==> src/rtl/soc_bus_pkg.sv <==
// Shared SoC bus definitions: slave indices, address map regions and decoder FSM encoding.
// Used by wb_addr_match, wb_bus_decoder and the SoC top.
package soc_bus_pkg;

   localparam int NUM_SLV     = 3;
   localparam int SLV_BOOTROM = 0;
   localparam int SLV_RAM     = 1;
   localparam int SLV_UART    = 2;

   typedef enum logic [1:0] {
      ST_IDLE = 2'd0,
      ST_WAIT = 2'd1,
      ST_ERR  = 2'd2
   } bus_state_t;

   // An index outside the map returns a base that can never match a masked address.
   function automatic logic [31:0] region_base(input int k);
      case (k)
         SLV_BOOTROM: return 32'hb000_0000;
         SLV_RAM:     return 32'hb000_8000;
         SLV_UART:    return 32'hc000_0000;
         default:     return 32'hffff_ffff;
      endcase
   endfunction

   function automatic logic [31:0] region_mask(input int k);
      case (k)
         SLV_BOOTROM: return 32'hffff_8000;
         SLV_RAM:     return 32'hffff_8000;
         SLV_UART:    return 32'hffff_0000;
         default:     return 32'h0000_0000;
      endcase
   endfunction

endpackage

==> src/rtl/wb_addr_match.sv <==
// Combinational address decode: one-hot hit vector over the slave regions plus a mapped flag.
module wb_addr_match
   import soc_bus_pkg::*;
#(
   parameter int NSLAVES = NUM_SLV
) (
   input  logic [31:0]        addr,
   output logic [NSLAVES-1:0] hit,
   output logic               mapped
);

   generate
      for (genvar gi = 0; gi < NSLAVES; gi++) begin : g_region
         assign hit[gi] = ((addr & region_mask(gi)) == region_base(gi));
      end
   endgenerate

   assign mapped = |hit;

endmodule

==> src/rtl/wb_bus_decoder.sv <==
// Single-master pipelined Wishbone decoder: per-slave strobes, selected-slave ack/data return,
// bus error on unmapped access. Optional hung-slave timeout via WB_DECODER_TIMEOUT_EN.
module wb_bus_decoder
   import soc_bus_pkg::*;
#(
   parameter int NSLAVES = NUM_SLV,
   parameter int DW      = 32,
   parameter int TIMEOUT = 255
) (
   input  logic                  clk,
   input  logic                  reset,
   input  logic                  i_wb_cyc,
   input  logic                  i_wb_stb,
   input  logic [31:0]           i_wb_addr,
   output logic [DW-1:0]         o_wb_data,
   output logic                  o_wb_ack,
   output logic                  o_wb_stl,
   output logic                  o_wb_err,
   output logic                  o_exception,
   output logic [NSLAVES-1:0]    o_s_stb,
   input  logic [NSLAVES-1:0]    i_s_ack,
   input  logic [NSLAVES-1:0]    i_s_stl,
   input  logic [NSLAVES*DW-1:0] i_s_data
);

   localparam int SW = (NSLAVES > 1) ? $clog2(NSLAVES) : 1;

   bus_state_t          state_reg, state_next;
   logic [SW-1:0]       sel_q, sel_next;
   logic [NSLAVES-1:0]  hit;
   logic                mapped;
   logic [SW-1:0]       hit_idx;
   logic                wait_expired;
   logic                req;
   logic [DW-1:0]       s_data_arr [NSLAVES];

   wb_addr_match #(.NSLAVES(NSLAVES)) u_match (
      .addr   (i_wb_addr),
      .hit    (hit),
      .mapped (mapped)
   );

   generate
      for (genvar gi = 0; gi < NSLAVES; gi++) begin : g_data
         assign s_data_arr[gi] = i_s_data[gi*DW +: DW];
      end
   endgenerate

   assign req = i_wb_cyc & i_wb_stb;

   always_comb begin
      hit_idx = '0;
      for (int k = 0; k < NSLAVES; k++) begin
         if (hit[k]) hit_idx = SW'(k);
      end
   end

`ifdef WB_DECODER_TIMEOUT_EN
   localparam int CW = $clog2(TIMEOUT + 1);
   logic [CW-1:0] wait_cnt_reg;

   // Held at zero outside WAIT so every WAIT entry starts a fresh count.
   always_ff @(posedge clk or posedge reset) begin
      if (reset)                     wait_cnt_reg <= '0;
      else if (state_reg != ST_WAIT) wait_cnt_reg <= '0;
      else                           wait_cnt_reg <= wait_cnt_reg + 1'b1;
   end

   assign wait_expired = (wait_cnt_reg == CW'(TIMEOUT - 1));
`else
   logic unused_timeout;
   assign unused_timeout = ^TIMEOUT;
   assign wait_expired   = 1'b0;
`endif

   always_ff @(posedge clk or posedge reset) begin
      if (reset) begin
         state_reg <= ST_IDLE;
         sel_q     <= '0;
      end else begin
         state_reg <= state_next;
         sel_q     <= sel_next;
      end
   end

   always_comb begin
      state_next  = state_reg;
      sel_next    = sel_q;
      o_s_stb     = '0;
      o_wb_ack    = 1'b0;
      o_wb_err    = 1'b0;
      o_exception = 1'b0;
      o_wb_stl    = 1'b0;
      o_wb_data   = '0;
      case (state_reg)
         ST_IDLE: begin
            if (req) begin
               o_s_stb  = hit;
               o_wb_stl = mapped & (|(hit & i_s_stl));
               if (!o_wb_stl) begin
                  if (mapped) begin
                     sel_next   = hit_idx;
                     state_next = ST_WAIT;
                  end else begin
                     state_next = ST_ERR;
                  end
               end
            end
         end
         ST_WAIT: begin
            o_wb_stl = 1'b1;
            // A dropped cycle aborts the access; the slave's ack is never forwarded.
            if (!i_wb_cyc) begin
               state_next = ST_IDLE;
            end else if (i_s_ack[sel_q]) begin
               o_wb_ack   = 1'b1;
               o_wb_data  = s_data_arr[sel_q];
               state_next = ST_IDLE;
            end else if (wait_expired) begin
               state_next = ST_ERR;
            end
         end
         ST_ERR: begin
            o_wb_err    = 1'b1;
            o_exception = 1'b1;
            o_wb_stl    = 1'b1;
            state_next  = ST_IDLE;
         end
         default: state_next = ST_IDLE;
      endcase
      // Outputs follow reset immediately, not only after the next clock edge.
      if (reset) begin
         o_s_stb     = '0;
         o_wb_ack    = 1'b0;
         o_wb_err    = 1'b0;
         o_exception = 1'b0;
         o_wb_stl    = 1'b0;
         o_wb_data   = '0;
      end
   end

endmodule
==> config.mk <==
export PLATFORM = sky130hd
export DESIGN_NAME = wb_bus_decoder
export DESIGN_NICKNAME = d
export VERILOG_FILES = /design/src/rtl/soc_bus_pkg.sv /design/src/rtl/wb_addr_match.sv /design/src/rtl/wb_bus_decoder.sv
export SDC_FILE = /design/constraint.sdc
export NUM_CORES = 1
export LEC_CHECK = 0
export BUFFER_PORTS_ARGS = -buffer_cell sky130_fd_sc_hd__clkbuf_2
export CORE_MARGIN = 10
export CORE_UTILIZATION = 32
export DETAILED_ROUTE_END_ITERATION = 7
export PLACE_DENSITY = 0.79
export SETUP_SLACK_MARGIN = 0.1
export SYNTH_ARGS = -nofsm -noshare
export SYNTH_HDL_FRONTEND = slang
export SYNTH_SLANG_ARGS = --single-unit
==> constraint.sdc <==
create_clock -name clk -period 1.9 [get_ports clk]
set_clock_uncertainty 0.05 [all_clocks]
set_input_delay 0.19 -clock clk [delete_from_list [all_inputs] [get_ports clk]]
set_output_delay 0.19 -clock clk [all_outputs]
set_load 0.02 [all_outputs]
Word level (Yosys, flattened, before mapping)
Index checks and enable logic that the tools add are counted.
{ "totals": {"input_bits": 138, "wordCells": 52, "reg_bits": 4} }
{ "op_classes": {"reduce_logical": 6, "order_cmp": 2, "bitwise_logic": 5, "eq_ne": 8, "muxes": 29} }
{ "ops": {"columns": ["op", "n"], "rows": [
  ["$mux 32", 6],
  ["$bmux 32 s2", 1],
  ["$eq 17x17->1 const B", 2],
  ["$eq 16x16->1 const B", 1],
  ["$mux 2", 6],
  ["$mux 1", 10],
  ["$mux 3", 3],
  ["$reduce_or 3->1", 2],
  ["$ne 2x2->1 const B", 2],
  ["$pmux 2 s2", 1],
  ["$reduce_and 4->1", 1],
  ["$and 3x3->3", 1],
  ["$ge 3x3->1 const B", 1],
  ["$lt 2x3->1 const B", 1],
  ["$ne 3x3->1 const B", 1],
  ["$not 2->3", 1],
  ["$reduce_and 3->1", 1],
  ["$and 1x1->1", 2],
  ["$bmux 1 s2", 1],
  ["$eq 2x1->1 const B", 1],
  ["$eq 2x2->1 const B", 1],
  ["$logic_not 2->1", 1],
  ["$pmux 1 s2", 1],
  ["$reduce_or 2->1", 1],
  ["$not 1->1", 1]
]} }

Logic depth before layout (Yosys ltp)
Gate-level depths: netlist of the first run.
{ "depth": {"word_depth": 8, "mapped_depth": 6, "ltp_nobuf": 6} }

Modules after synthesis
A second synthesis of the first run with hierarchy kept.
{ "unflattened": {"cells_unflattened": 195, "area_unflattened_um2": 1285.0} }
{ "by_module_without_submodules": {"columns": ["mod", "n_inst", "cells_each", "area_per_inst_um2"], "rows": [
  ["wb_bus_decoder", 1, 183, 1203.7],
  ["wb_addr_match", 1, 12, 81.3]
]} }

Worst setup path before layout of the first run
No wires, ideal clock.
{ "synth_path": {"kind": "register to output", "start": "register state_reg[0]", "end": "output port o_wb_stl", "required_time_ns": 1.660, "setup_slack_ns": 0.090, "n_path_buf": 0, "arrival_ns": 1.570, "path_stages_with_launch": 7, "path_cell_list": "dfrtp_1 inv_1 ha_1 nand3_2 a21oi_1 a31oi_1 nor3_1"} }
{ "synth_between": {"elab_chain_cells": 4, "elab_cells_between_ends": 6, "classes_between": "2 x eq/ne; 2 x mux; 2 x reduce/logical"} }
{ "synth_rtl": {"columns": ["element", "line_no", "rtl"], "rows": [
  ["from (decl)", "wb_bus_decoder.sv:28", "bus_state_t state_reg, state_next;"],
  ["from (signal assigned)", "wb_bus_decoder.sv:81", "state_reg <= state_next;"],
  ["$eq 2x1->1 or $eq 2x2->1 (tied branches)", "wb_bus_decoder.sv:95", "case (state_reg)"],
  ["$reduce_or 2->1 (no source line)", null, null],
  ["$pmux 1 s2 *", "wb_bus_decoder.sv:95", null],
  ["$mux 1 *", "wb_bus_decoder.sv:132", "if (reset) begin"],
  ["to (decl)", "wb_bus_decoder.sv:17", "output logic o_wb_stl,"]
]} }
Every way passes the cells marked *; elsewhere a longest branch is shown, timed or not.

Final worst setup path of the first run
{ "layout_path": {"start": "register sel_q[0]", "end": "output port o_wb_data[21]"} }
{ "layout_between": {"elab_chain_cells": 8, "elab_cells_between_ends": 10, "classes_between": "9 x mux; 1 x bitwise"} }
{ "layout_rtl": {"columns": ["element", "line_no", "rtl"], "rows": [
  ["from (decl)", "wb_bus_decoder.sv:29", "logic [SW-1:0] sel_q, sel_next;"],
  ["from (signal assigned)", "wb_bus_decoder.sv:82", "sel_q <= sel_next;"],
  ["$not 2->3 (not written as such)", "wb_bus_decoder.sv:117", "o_wb_data = s_data_arr[sel_q];"],
  ["$bmux 32 s2", "wb_bus_decoder.sv:117", null],
  ["$mux 32 (not written as such) (2 in series)", "wb_bus_decoder.sv:117", null],
  ["$mux 32 *", "wb_bus_decoder.sv:115", "end else if (i_s_ack[sel_q]) begin"],
  ["$mux 32 *", "wb_bus_decoder.sv:113", "if (!i_wb_cyc) begin"],
  ["$mux 32 *", "wb_bus_decoder.sv:95", null],
  ["$mux 32 *", "wb_bus_decoder.sv:132", null],
  ["to (decl)", "wb_bus_decoder.sv:15", "output logic [DW-1:0] o_wb_data,"]
]} }
Every way passes the cells marked *; elsewhere a longest branch is shown, timed or not. The select of a mux whose other input is x is not followed.

==> reports/summary.txt, run 1 <==
Most instantiated library cell after synthesis = nor2_1
Ports = 177
Worst Path Max Fanout = 14
DRC viols = 0
Antenna-violating nets left = 0
Largest stage delay, worst path = 380 ps
Crit path required time = 1660 ps
Mapped Nets = 343
Max cap viols = 0
Worst Hold Class = input pin to flip-flop
Maximum vdd drop = 0.236 mV
Fin crit share = 99.3%
FP Rows = 23
Port Buffers = 161
Area of the core = 0.00400 sq mm
Cell taking the most area after synthesis = mux2i_1
Slew headroom = 71.4%
Most common cell on crit path = buf_8
Total track usage = 18.5%
Slew Limit Fails = 0
Status = finished, final reports clean
Post-route minimum period = 1890 ps
RSZ-0062 raised after global routing = true
Grt met1 use = 17.8%
WHS Path Cells = 5
Clock net sink count = 4
Post-synthesis async set-or-reset flop share = 100%
Worst skew pair latency = 220 ps
Dpl cells = 407
N_diodes = 0
Seq/Total Area, Yosys = 7.58%
DR iter-0 viols = 57
Final wirelength = 7680 um
Yosys warnings = 0
Largest net degree at the start of global routing = 20
Worst reg-to-reg path cell count = 6
Endpoints failing hold = 0
CTS Buffer Depth = 2
Slowest stage cell, crit path = dfrtp_2
Synth Cell Area = 0.00132 sq mm
Met3 Usage GRT = 7.34%
Detailed Place HPWL = 5170 um
Unique cell type count in the Yosys netlist = 31
First-pass GRT wire length = 11100 um
DR WL/cell = 18.1 um
TNS Setup = 0 ps
Leakage = 0.00142 uW
Kind of critical path = flip-flop to primary output
Clk pin slew, worst setup/hold paths = 30 ps
Register bit total from synthesis = 4
Final setup violation count = 0
Primary FF master, synth = dfrtp_1
Die height = 84.2 um
Measured slew at the worst slew-check pin = 425 ps
Antenna violations before repair = 0
Fin cells = 424
Routed via count = 2183
H-Tree Depth = 1
Synth top cells by count = nor2_1 (66), a21oi_1 (34), mux2i_1 (34)
Mapped Cells = 201
1st-pass router iterations = 4
Power Dens Cells = 215 mW/mm^2
Fmax = 530 MHz
EDFF count, synth = 0
Area grow syn2layout = 131%
Startpoint Class = flip-flop
Critical Path AT = 1650 ps
Busiest grt layer = met2
DIE WIDTH = 84.2 um
GP Congestion = 0.793
Total CTS buffers = 3
Die area = 0.00709 sq mm
Grt ovf = 0
Vias/cell = 5.15
Mapped Avg Cell Area = 6.57 sq um
Fin nets = 517
Worst setup EP type = primary output
CP cell instances = buf_4 > buf_8 > mux2i_2 > nor2_1 > a21oi_2 > nor2_4 > buf_8
Post-synth top area share = 25.8%
Initial Util = 33.0%
Vias in the first global route = 2309
CTS root buffer = clkbuf_8
CTS tree = yes
Met2 usage = 34.2%
Layout cells sized above 1 = 70.1%
Top post-synthesis cells by area = mux2i_1 (26%), nor2_1 (19%), a21oi_1 (13%), dfrtp_1 (7.6%), ha_1 (3.8%)
[cells by family after synthesis]
kind of cell	after synthesis	share of synthesized area (%)
compound gates	41	17.1
fa+ha+maj	4	3.79
buf+inv	23	7.68
flops	4	7.58
mux	36	27.5
simple gates	93	36.4
[layout by cell type (no fill, tap or decap), drive strengths merged, types with 2 or more instances in the layout]
master  Yosys  layout
a21oi      34      34
and2        4       4
buf        10      56
clkbuf      6     132
dfrtp       4       4
ha          4       4
inv         7       7
mux2        2       2
mux2i      34      34
nand2       3       3
nand3       4       4
nand3b      2       2
nor2       66      66
nor2b       2       2
nor3        3       3
nor4        4       4
o211ai      2       2
[layout make-up]
type / count / area (sq um)
Inverter: 7 / 26.3
Sequential cell: 4 / 101
Timing Repair Buffer: 185 / 1320
Tap cell: 50 / 62.6
Multi-Input combinational cell: 174 / 1490
Clock buffer: 4 / 45.0
Fill cell: 300 / 955
[routing by layer]
layer  up-vias  part of all wire [%]
met2       105                    55
met4         0                   2.3
met1      1022                    33
li1       1042                     -
met5         -                     0
met3        14                   9.3
[power by group]
group / internal [uW] / leakage, uW / total [uW] / switching [uW]
clock: 144 / 0.0000228 / 199 / 54.7
combinational: 186 / 0.00135 / 361 / 175
sequential: 90.3 / 0.0000529 / 94.2 / 3.92
[worst max-delay path, delay by kind of cell, from the launching register on]
kind | cells | cell delay (ps)
muxes | 1 | 250
and+or+nand+nor | 2 | 140
AOI/OAI and AO/OA | 1 | 160
DFF | 1 | 380
buffers and inverters | 3 | 470
[stage by stage]
step | hold WS, ps | instance area, sq um | utilization, % | setup slack (ps) | power (uW)
after global placement | 94.9 | 2200 | 55.1 | 159 | 352
after floorplan | -85.9 | 1330 | - | 214 | 212
after detailed placement | 99.5 | 2200 | 55.1 | 125 | 361
final | 383 | 3050 | 76.1 | 13.4 | 654
after CTS | 365 | 2660 | 66.5 | 25.5 | 601
after global routing | 416 | 3050 | 76.1 | -71.6 | 696
[timing repair]
action | CTS | global route
setup buffers | 3 | 6
hold buffers | 1 | 0
setup endpoints to repair | 36 | 36
gates cloned | 3 | 0
gates resized for setup | 94 | 113
endpoints found under the hold margin | 4 | 0
pin swaps | 15 | 17
[path summary, 6_finish.rpt]
kind | from | endpoint | slack (ps)
worst min-delay path | i_wb_addr[23] | state_reg[1] | 380
min in group asynchronous | reset | sel_q[1] | 520
worst max register to register | state_reg[1] | sel_q[1] | 200
worst min register to register | state_reg[0] | state_reg[0] | 660
max in group asynchronous | reset | sel_q[0] | 1090
worst max-delay path | sel_q[0] | o_wb_data[21] | 10
Power figures use the tool's default switching activity.
==> run 2: changes to the inputs <==
- SETUP_SLACK_MARGIN: 0.1 -> default
==> reports/summary.txt, run 2 (synthesized netlist as in run 1, its figures left out) <==
Die height = 84.2 um
Dpl cells = 408
Layout cells sized above 1 = 53.2%
Antenna-violating nets left = 0
Initial Util = 33.0%
Detailed Place HPWL = 5300 um
Grt ovf = 0
FP Rows = 23
# fillers = 380
Area of the multi-input gates = 0.00115 sq mm
DR iter-0 viols = 55
Worst skew pair latency = 220 ps
CTS root buffer = clkbuf_8
First-pass GRT wire length = 9730 um
Measured slew at the worst slew-check pin = 403 ps
Combinational share of power = 52.0%
RSZ-0062 raised after global routing = true
DIE WIDTH = 84.2 um
Sw Share = 31.5%
Power share of the sequential group = 15.6%
Ports = 177
Startpoint Class = flip-flop
Final Cell Area = 0.00236 sq mm
DR WL/cell = 14.7 um
Antenna violations before repair = 0
Largest stage delay, worst path = 420 ps
Area of the core = 0.00400 sq mm
Pre-CTS WS = 124 ps
WL met3 = 558 um
Delay-heaviest family, CP = flip-flops
Fin cells = 420
Fin crit share = 96.6%
Endpoints failing hold = 0
Crit path required time = 1660 ps
Die area = 0.00709 sq mm
Met1 WL = 2400 um
Vias/cell = 4.84
Commonest non-fill, non-tap cell in the layout = clkbuf_2
Kind of critical path = flip-flop to primary output
Fin nets = 513
Area grow syn2layout = 78.9%
Cell Area, Placed = 0.00221 sq mm
Maximum vdd drop = 0.222 mV
Total track usage = 16.0%
Total CTS buffers = 3
Clock net sink count = 4
Worst Path Max Fanout = 5
Sequential Area = 101 sq um
Critical Path AT = 1600 ps
Clk pin slew, worst setup/hold paths = 30 ps
Highest metal used = met4
CTS tree = yes
Clock power frac = 32.4%
Final hold slack = 370 ps
Slew headroom = 72.9%
Crit path buf inv count = 2
Met2 Routed Length = 3150 um
Final setup violation count = 0
Internal power = 415 uW
CTS Buffer Depth = 2
DRC viols = 0
Routed via count = 2031
GP Congestion = 0.779
Final wirelength = 6170 um
Worst Hold Class = input pin to flip-flop
Slew Limit Fails = 0
Vias in the first global route = 2125
Final worst slack = 64.3 ps
Fmax = 545 MHz
Leakage = 0.00128 uW
1st-pass router iterations = 4
Status = finished, final reports clean
N_diodes = 0
Port Buffers = 161
Worst setup EP type = primary output
Post-route minimum period = 1840 ps
P_sw = 190 uW
Largest net degree at the start of global routing = 18
Slowest stage cell, crit path = dfrtp_1
Max cap viols = 0
Power Dens Cells = 256 mW/mm^2
H-Tree Depth = 1
Commonest cells after routing, fill and taps aside = clkbuf_2 (149), nor2_1 (66), mux2i_1 (34), a21oi_1 (33), buf_4 (20)
CP cell instances = inv_2 > ha_4 > nand3_4 > a21oi_4 > a31oi_1 > nor3_1 > buf_4
## run 2: through the flow
stage          util [%]  power, uW  setup TNS [ps]
2_1_floorplan         -        211               0
3_3_place_gp       55.2        355               0
3_5_place_dp       55.2        363               0
4_1_cts            57.0        578           -15.1
5_1_grt            59.0        651            -745
6_report           59.0        605               0
## run 2: path summary, 6_finish.rpt
check | startpoint | end | slack (ps) | cells after the start
setup / recovery | state_reg[0] | o_wb_stl | 60 | 7
hold / removal | i_wb_addr[23] | state_reg[1] | 370 | 5
setup reg to reg | state_reg[0] | sel_q[1] | 180 | 6
hold reg to reg | state_reg[0] | state_reg[0] | 570 | 2
max in group asynchronous | reset | sel_q[0] | 1190 | 3
min in group asynchronous | reset | sel_q[1] | 440 | 3
## run 2: final cells by class
type | instances | share of cell area (%)
multi-input combinational | 174 | 48.8
timing repair buffer | 181 | 41.2
sequential | 4 | 4.29
tap | 50 | 2.65
clock buffer | 4 | 1.91
inverter | 7 | 1.11
## run 2: repair_timing
| action | in CTS | in global routing |
|---|---|---|
| setup buffers | 0 | 7 |
| pin swaps | 1 | 3 |
| resized for setup | 6 | 18 |
| endpoints found under the setup margin | 7 | 36 |
| gates cloned | 0 | 0 |
| hold buffers | 1 | 0 |
| hold endpoints to repair | 4 | 0 |
## run 2: worst min-delay path, stage by stage
cell      delay [ps]
clkbuf_2          80
nor2_1            60
nand4_4          100
o211ai_1         100
o221ai_1          70
## run 2: power groups by stage
stage | Sequential, uW | Combinational (uW) | Clock (uW)
global placement | 96.0 | 259 | 0
detailed placement | 97.1 | 266 | 0
floorplan | 95.1 | 116 | 0
CTS | 96.8 | 277 | 204
global route | 94.4 | 352 | 205
finish | 94.4 | 315 | 196
## run 2: routing by layer
metal | vias to the layer above | GRT usage (%)
met3 | 6 | 5.60
met1 | 893 | 16.8
met2 | 99 | 29.0
met4 | 0 | 5.02
met5 | - | 0
li1 | 1033 | -
==> run 3: changes to the inputs <==
- CORE_AREA: default -> 2 2 68 70
- CORE_MARGIN: 10 -> default
- CORE_UTILIZATION: 32 -> default
- DIE_AREA: default -> 0 0 70 72
- PLACE_DENSITY: 0.79 -> 0.77
==> reports/summary.txt, run 3 (synthesized netlist as in run 1, its figures left out) <==
DR iter-0 viols = 45
Slew headroom = 71.8%
CP cell instances = mux2i_2 > o21ai_2 > nand3_4 > buf_12 > nor2_1 > buf_4
Crit path buf inv count = 2
Final hold slack = 374 ps
DRC viols = 0
Fin crit share = 98.0%
WL met3 = 372 um
Slowest stage cell, crit path = dfrtp_2
Worst hold start = i_wb_addr[23]
Maximum vdd drop = 0.330 mV
Port Buffers = 161
Met1 WL = 2000 um
Layout cells sized above 1 = 55.4%
Status = finished, final reports clean
1st-pass router iterations = 4
Antenna-violating nets left = 0
Routed via count = 2020
Cell Area, Placed = 0.00220 sq mm
Critical Path AT = 1620 ps
Worst skew pair latency = 220 ps
CTS Buffer Depth = 2
Largest stage delay, worst path = 450 ps
Kind of critical path = flip-flop to primary output
Post-route minimum period = 1860 ps
Final total power = 573 uW
Commonest non-fill, non-tap cell in the layout = clkbuf_2
Startpoint Class = flip-flop
Fin nets = 506
Antenna violations before repair = 0
Final wirelength = 4980 um
Final worst slack = 37.9 ps
Setup crit start = sel_q[0]
Endpoints failing hold = 0
Vias in the first global route = 1872
Measured slew at the worst slew-check pin = 420 ps
Delay-heaviest family, CP = flip-flops
DIE WIDTH = 70 um
CTS tree = yes
Highest metal used = met4
Die area = 0.00504 sq mm
Vias/cell = 4.87
Commonest cells after routing, fill and taps aside = clkbuf_2 (129), nor2_1 (59), mux2i_1 (33), a21oi_1 (33), buf_4 (30)
Final Cell Area = 0.00242 sq mm
Worst setup EP type = primary output
Largest net degree at the start of global routing = 26
Total track usage = 17.9%
Leakage = 0.00128 uW
RSZ-0062 raised after global routing = true
Sequential Area = 101 sq um
Slew Limit Fails = 0
Max cap viols = 0
Area of the core = 0.00426 sq mm
DR WL/cell = 12.0 um
Detailed Place HPWL = 3880 um
Pre-CTS WS = 97.5 ps
CTS root buffer = clkbuf_8
Worst Hold Class = input pin to flip-flop
Ports = 177
H-Tree Depth = 1
Clk pin slew, worst setup/hold paths = 30 ps
Area grow syn2layout = 83.7%
Grt ovf = 0
Area of the multi-input gates = 0.00119 sq mm
Initial Util = 31.0%
First-pass GRT wire length = 7640 um
N_diodes = 0
GP Congestion = 0.723
Worst Path Max Fanout = 16
Total CTS buffers = 3
Fin cells = 415
FP Rows = 24
Met2 Routed Length = 2550 um
FF-to-FF Start = state_reg[1]
Clock net sink count = 4
Fmax = 537 MHz
Die height = 72 um
Power Dens Cells = 236 mW/mm^2
Crit path required time = 1660 ps
# fillers = 387
Dpl cells = 409
Final setup violation count = 0
[run 3: cell count changes in the layout (fill, tap and decap cells not counted), sizes merged]
cell / delta
clkbuf: -20
buf: +13
[run 3: area by class of cell]
cell class / count / area share (%)
tap: 52 / 2.68
clock buffer: 4 / 1.86
inverter: 7 / 1.08
multi-input combinational: 174 / 49.2
sequential: 4 / 4.18
timing repair buffer: 174 / 41.0
[run 3: what timing repair did]
item | CTS | global route
hold buffers | 1 | 0
gates cloned | 0 | 1
pin swaps | 0 | 1
endpoints found under the setup margin | 4 | 35
resized for setup | 7 | 77
setup buffers | 0 | 0
hold endpoints to repair | 4 | 0
[run 3: routing by layer]
layer	up-vias	global-route usage [%]
li1	1016	-
met1	903	19.4
met2	95	35.3
met3	6	3.47
met4	0	4.91
met5	-	0
[run 3: power by group]
group,total [uW],internal [uW],switching [uW]
logic,289,160,129
clock network,187,143,44.2
registers,96.3,90.3,5.94
total,573,394,179
[run 3: worst paths after layout]
path,slack (ps),cells past startpoint,endpoint
min in group asynchronous,500,3,sel_q[1]
max in group asynchronous,1110,3,sel_q[0]
setup reg to reg,340,5,sel_q[0]
setup / recovery,40,6,o_wb_data[8]
hold reg to reg,600,3,state_reg[0]
hold / removal,370,5,state_reg[1]
[run 3: worst reg2reg max path: stages (launching register included)]
cell     delay (ps)
dfrtp_1         410
inv_2           110
ha_4            160
nand3_4         110
nor4_4          260
mux2_1          350
[run 3: stage by stage]
stage                     setup TNS [ps]  utilization (%)
final                                  0             56.9
after global routing                -165             56.9
after CTS                          -25.7             53.5
after detailed placement               0             51.6
after global placement                 0             51.6
after floorplan                        0                -
